[src/rtl/meteor_spawner.sv]
// Meteor spawner for the dodge game.
// Keeps six meteor slots that fall down the 640x480 screen, spawns new
// meteors at pseudo-random horizontal positions, counts the meteors the
// player dodged and ends the game when an active meteor is hit.

module meteor_spawner #(
   parameter int          FALL_SPEED     = 2,
   parameter int          SPAWN_INTERVAL = 45,
   parameter logic [15:0] LFSR_SEED      = 16'hACE1
) (
   input  logic       clk,
   input  logic       rst_n,
   input  logic       frame_tick,
   input  logic       start,
   input  logic [5:0] meteor_collisions,
   output logic [9:0] meteor_x [6],
   output logic [8:0] meteor_y [6],
   output logic [5:0] meteor_active,
   output logic       game_over,
   output logic       dodged_pulse,
   output logic [7:0] dodged_count
);

   localparam logic [9:0] Y_LIMIT   = 10'd450;
   localparam logic [9:0] X_RANGE   = 10'd611;
   localparam logic [9:0] FALL_STEP = 10'(FALL_SPEED);
   localparam logic [7:0] CNT_LAST  = 8'(SPAWN_INTERVAL - 1);

   typedef enum logic [1:0] {
      IDLE,
      RUN,
      OVER
   } state_t;

   state_t      state_q;
   logic [15:0] lfsr_q;
   logic [15:0] lfsr_d;
   logic [5:0]  active_q;
   logic [9:0]  meteorX_q [6];
   logic [8:0]  meteorY_q [6];
   logic [7:0]  spawnCnt_q;
   logic [7:0]  dodgedCount_q;
   logic        dodgedPulse_q;
   logic        gameOver_q;

   logic [9:0]  ySum [6];
   logic [5:0]  exitMask;
   logic [2:0]  exitCount;
   logic        freeFound;
   logic [2:0]  freeIdx;
   logic [9:0]  spawnX;
   logic [8:0]  dodgeSum;
   logic [7:0]  dodgedCount_d;
   logic        hit;
   logic        spawnAttempt;
   logic [5:0]  active_d;
   logic [9:0]  meteorX_d [6];
   logic [8:0]  meteorY_d [6];
   logic [7:0]  spawnCnt_d;

   // The position generator is a 16-bit Fibonacci LFSR (taps 16,14,13,11)
   // shifting left; the new bit enters at the bottom. Only a hit on a slot
   // that is actually live counts, stale collision bits from empty slots
   // are ignored.
   always_comb begin
      lfsr_d = {lfsr_q[14:0], lfsr_q[15] ^ lfsr_q[13] ^ lfsr_q[12] ^ lfsr_q[10]};
      hit    = |(meteor_collisions & active_q);
   end

   // Work out what a frame tick in RUN would do to every slot: move the
   // live meteors down (10-bit sum so nothing wraps), retire the ones that
   // would pass the bottom, and count how many were retired. The free slot
   // search looks at the flags as they were before this tick, so a slot
   // retired on this very tick cannot be reused until the next one.
   always_comb begin
      exitMask  = '0;
      exitCount = '0;
      freeFound = 1'b0;
      freeIdx   = '0;
      for (int i = 0; i < 6; i++) begin
         ySum[i]     = {1'b0, meteorY_q[i]} + FALL_STEP;
         exitMask[i] = active_q[i] && (ySum[i] > Y_LIMIT);
         exitCount   = exitCount + 3'(exitMask[i]);
      end
      for (int i = 5; i >= 0; i--) begin
         if (!active_q[i]) begin
            freeFound = 1'b1;
            freeIdx   = 3'(i);
         end
      end
      spawnX        = (lfsr_q[9:0] < X_RANGE) ? lfsr_q[9:0] : (lfsr_q[9:0] - X_RANGE);
      dodgeSum      = {1'b0, dodgedCount_q} + {6'b0, exitCount};
      dodgedCount_d = dodgeSum[8] ? 8'hFF : dodgeSum[7:0];
   end

   // Build the complete next slot state for a RUN frame tick. The spawn
   // counter advances each tick until it sits on its last value; from then
   // on every tick is a spawn attempt, and it only returns to zero once a
   // meteor has actually been placed.
   always_comb begin
      spawnAttempt = (spawnCnt_q == CNT_LAST);
      active_d     = active_q;
      meteorX_d    = meteorX_q;
      meteorY_d    = meteorY_q;
      spawnCnt_d   = spawnCnt_q;
      for (int i = 0; i < 6; i++) begin
         if (active_q[i] && !exitMask[i]) begin
            meteorY_d[i] = ySum[i][8:0];
         end
         if (exitMask[i]) begin
            active_d[i] = 1'b0;
         end
      end
      if (spawnAttempt) begin
         if (freeFound) begin
            active_d[freeIdx]  = 1'b1;
            meteorX_d[freeIdx] = spawnX;
            meteorY_d[freeIdx] = '0;
            spawnCnt_d         = '0;
         end
      end else begin
         spawnCnt_d = spawnCnt_q + 8'd1;
      end
   end

   // Game state machine and all registered state. The LFSR runs every
   // cycle regardless of state. Starting a game wipes the slots and the
   // score; a live hit freezes everything and wins over a coincident frame
   // tick, so nothing moves, exits or spawns on that cycle.
   always_ff @(posedge clk or negedge rst_n) begin
      if (!rst_n) begin
         state_q       <= IDLE;
         lfsr_q        <= LFSR_SEED;
         active_q      <= '0;
         meteorX_q     <= '{default: '0};
         meteorY_q     <= '{default: '0};
         spawnCnt_q    <= '0;
         dodgedCount_q <= '0;
         dodgedPulse_q <= 1'b0;
         gameOver_q    <= 1'b0;
      end else begin
         lfsr_q        <= lfsr_d;
         dodgedPulse_q <= 1'b0;
         case (state_q)
            IDLE, OVER: begin
               if (start) begin
                  state_q       <= RUN;
                  gameOver_q    <= 1'b0;
                  active_q      <= '0;
                  meteorX_q     <= '{default: '0};
                  meteorY_q     <= '{default: '0};
                  spawnCnt_q    <= '0;
                  dodgedCount_q <= '0;
               end
            end
            RUN: begin
               if (hit) begin
                  state_q    <= OVER;
                  gameOver_q <= 1'b1;
               end else if (frame_tick) begin
                  active_q      <= active_d;
                  meteorX_q     <= meteorX_d;
                  meteorY_q     <= meteorY_d;
                  spawnCnt_q    <= spawnCnt_d;
                  dodgedCount_q <= dodgedCount_d;
                  dodgedPulse_q <= |exitMask;
               end
            end
            default: begin
               state_q    <= IDLE;
               gameOver_q <= 1'b0;
            end
         endcase
      end
   end

   assign meteor_x      = meteorX_q;
   assign meteor_y      = meteorY_q;
   assign meteor_active = active_q;
   assign game_over     = gameOver_q;
   assign dodged_pulse  = dodgedPulse_q;
   assign dodged_count  = dodgedCount_q;

endmodule
[config.mk]
export PLATFORM = sky130hd
export DESIGN_NAME = meteor_spawner
export DESIGN_NICKNAME = d
export VERILOG_FILES = /design/src/rtl/meteor_spawner.sv
export SDC_FILE = /design/constraint.sdc
export NUM_CORES = 1
export LEC_CHECK = 0
export CORE_UTILIZATION = 30
export DETAILED_ROUTE_END_ITERATION = 8
export PLACE_DENSITY = 0.62
export SLEW_MARGIN = 10
export SYNTH_ARGS = -nofsm -noshare
export SYNTH_HDL_FRONTEND = slang
export SYNTH_SLANG_ARGS = --single-unit
export TNS_END_PERCENT = 10
[constraint.sdc]
create_clock -name clk -period 4.75 [get_ports clk]
set_clock_uncertainty 0.2 [all_clocks]
set_input_delay 0.95 -clock clk [delete_from_list [all_inputs] [get_ports clk]]
set_output_delay 0.95 -clock clk [all_outputs]
set_load 0.005 [all_outputs]
==> impl_results.md <==
- Worst-Margin Slew: between 1 and 1.5 ns
- Slew Viols, Final: 0
- Antenna Nets Post-Route: 0
- Non-filler cells, final: around 1300
- CTS tree: built
- First-pass GRT wire length: between 30000 and 40000 um
- Leakage: 4.240 nW
- Die Y: ~160 um
- Core area: roughly 25000 sq um
- DRT Wirelength: 21380 um
- Placed insts: around 1200
- Vias per inst: 5.161
- Max Cap Violations: 0
- Starting Density: 30.99%
- #FFs+latches synth: approximately 160
- WHS: about 0.16 ns
- NetSw: slightly above 0.9 mW
- Worst VDD drop: 0.0001718 V
- Dpl cell area: approximately 9400 sq um
- Clock sink count: 155
- Flop pwr share: 43.0%
- Gate power share: 13.6%
- Clk buf depth: 2
- Port buffer count: 139
- Utilization after layout: roughly two fifths
- Avg Cell Area, Syn: 9.715 sq um
- Rel. slew slack: 29.97%
- Ys flop type: dfrtp_1
- Max stage delay cell, worst path: or4_1
- Int Power: around 2.4 mW
- Io pins: 140
- Met3 wire length: between 1000 and 1500 um
- RePlAce Congestion: 0.8398
- Hold_buf cts: 0
- Uppermost layer routed: met4
- Crit-path max cell delay: between 0.5 and 0.6 ns
- Nets: 952
- # rows: 57
- Synth warnings: 0
- Drt wl/cell: 16.93 um
- EDFF count, synth: 0
- Peak Freq: 0.2226 GHz
- Root Driver: clkbuf_16
- CP Cell Sequence: ha_1 > a21o_1 > or4_1 > nand4_1 > fa_1 > fa_1 > fa_1 > inv_1 > fa_1 > a21oi_2 > nor2_1 > nand3_1 > nand2_1 > mux2i_1 > nor2_1
- Syn_nets: slightly above 800
- Cells after Synth: ~790
- Synth cell types: 70
- RSZ-0062 raised after global routing: no
- # setup viols final: 0
- GRT Resource Usage Total: 16.96%
- PwrDens: 334.1 nW/um^2
- Share of post-route cells with drive strength above 1: approximately 6.6%
- Synth async-reset ratio: 100.0%
- H-tree depth: 4
- Vias in the first global route: around 6400
- Most frequent CP cell: fa_1
- Drt pass-1 iters: 4
- Critical path endpoint category: flop
- Sequential area share after synthesis: roughly 51%
- Fin crit share: a little over nine tenths
- Vias: about 6500
- Largest net degree at the start of global routing: just under 100
- Worst path required time: approximately 4.9 ns
- Die width: approximately 160 um
- DRC violation count after routing: 0
- Clock network power share: a little over two fifths
- Final Total Pwr: between 3 and 4 mW
- Starting DRT DRC Count: 419
- Final Critical Period: 4.492 ns
- Worst Path Arrival: between 4 and 5 ns
- Mapped cell area: about 7600 sq um
- Sw Ratio: approximately 27%
- Metal-1 WL: just under 10000 um
- Clock Latency Late Sink: around 0.42 ns
- Final WS setup: around 0.26 ns
- CP max FO: 6
- Area grow syn2layout: 31.75%
- Routed wire length on met2: between 9000 and 10000 um
- Status: completed
- Overflow after GRT: 0
- Setup CP Type: flop to flop
- Setup TNS: 0 ns
- Worst min path class: flop to flop
- Startpoint types: flop
- Setup WS pre-CTS: 0.1970 ns
- Hpwl dp: between 15000 and 20000 um
- Diode count: 0
- Clock-pin slew on the worst setup and hold paths: 0.06 ns
- Area of the die: 26060 sq um
- Final Hold Vio Count: 0
- Design area: between 10000 and 15000 sq um
- Initial antenna violation count: 0
- CTS Buf Count: 17
[registers in the layout, indices dropped and copies added, names as in the netlist]
register       cells
meteor_active      6
lfsr_q            16
meteor_y          54
state_q            2
dodged_count       8
dodged_pulse       1
meteor_x          60
spawnCnt_q         8
[synth_stat cells (all sizes together) (8+ instances only)]
library cell	count	area share, %
nand2	117	5.8
mux2i	17	2.2
clkbuf	24	1.2
nor2b	9	0.74
nor2	40	2.0
and2	14	1.1
a21o	8	0.79
or4	14	1.4
a21oi	42	2.8
o31ai	12	1.2
xor2	11	1.3
or3	12	0.98
inv	23	1.1
and3	9	0.74
xnor2	16	1.8
nand4	19	1.6
nand2b	17	1.4
o21ai	87	5.7
nand3	26	1.7
a211oi	8	0.85
ha	12	2.0
dfstp	8	2.8
o2bb2ai	10	1.1
dfrtp	147	48
[per-layer routing]
layer  vias up  track usage (%)
met5         -                0
met4         0            5.446
met3        22            5.752
met2       151            26.49
met1      3239            21.98
li1       3106                -
[layout make-up]
type	count	area (sq um)
Multi-Input combinational cell	577	3540
Clock buffer	19	432.9
Tap cell	324	405.4
Sequential cell	155	3889
Clock inverter	13	191.4
Fill cell	2423	14560
Inverter	23	86.33
Timing Repair Buffer	152	1503
[worst max-delay path, delay by kind of cell, from the launching register on]
family          cells  cell delay (ns)
flops               1             0.43
fa+ha+maj           5             1.96
simple gates        6             1.21
mux                 1             0.13
compound gates      2             0.40
buf+inv             1             0.06
[power groups by stage]
stage               clock, mW  combinational (mW)  sequential, mW
floorplan                   0               0.262            1.45
global placement            0               0.453            1.47
detailed placement          0               0.460            1.47
CTS                      1.50               0.462            1.44
global route             1.55               0.513            1.45
finish                   1.46               0.455            1.44
[layout by cell type, fill, tap and decap left out, types with 13 or more instances in the layout]
cell type        count
mux2i_1             17
o21ai_0             79
or4_1               14
xnor2_1             16
nand4_1             18
inv_1               23
nand2b_1            17
a21oi_1             41
nand2_1            117
and2_1              13
nor2_1              40
dfrtp_1            147
nand3_1             26
clkdlybuf4s50_1    138
clkbuf_16           17
[final timing paths]
| check | from | endpoint | slack [ns] | cells past startpoint |
|---|---|---|---|---|
| max reg2reg | meteor_y[47] | dodged_count[3] | 0.26 | 15 |
| max in group asynchronous | rst_n | lfsr_q[5] | 2.98 | 2 |
| max | meteor_y[47] | dodged_count[3] | 0.26 | 15 |
| min | lfsr_q[14] | lfsr_q[15] | 0.16 | 0 |
| min reg2reg | lfsr_q[14] | lfsr_q[15] | 0.16 | 0 |
| min in group asynchronous | rst_n | meteor_y[52] | 0.45 | 1 |
[timing repair]
action	in CTS	in global routing
setup buffers	0	0
gates resized for setup	0	1
setup endpoints to repair	0	2
[kinds of logic after synthesis]
kind of cell               count (synthesis)  synth area share, %
AOI/OAI and AO/OA                        210                17.36
xor gates and xnor gates                  27                3.101
adders and majority gates                 16                3.019
buffers and inverters                     53                2.707
DFF                                      155                50.99
muxes                                     18                2.428
and+or+nand+nor                          306                20.39
Note: power is estimated with default switching activity, not from simulation.
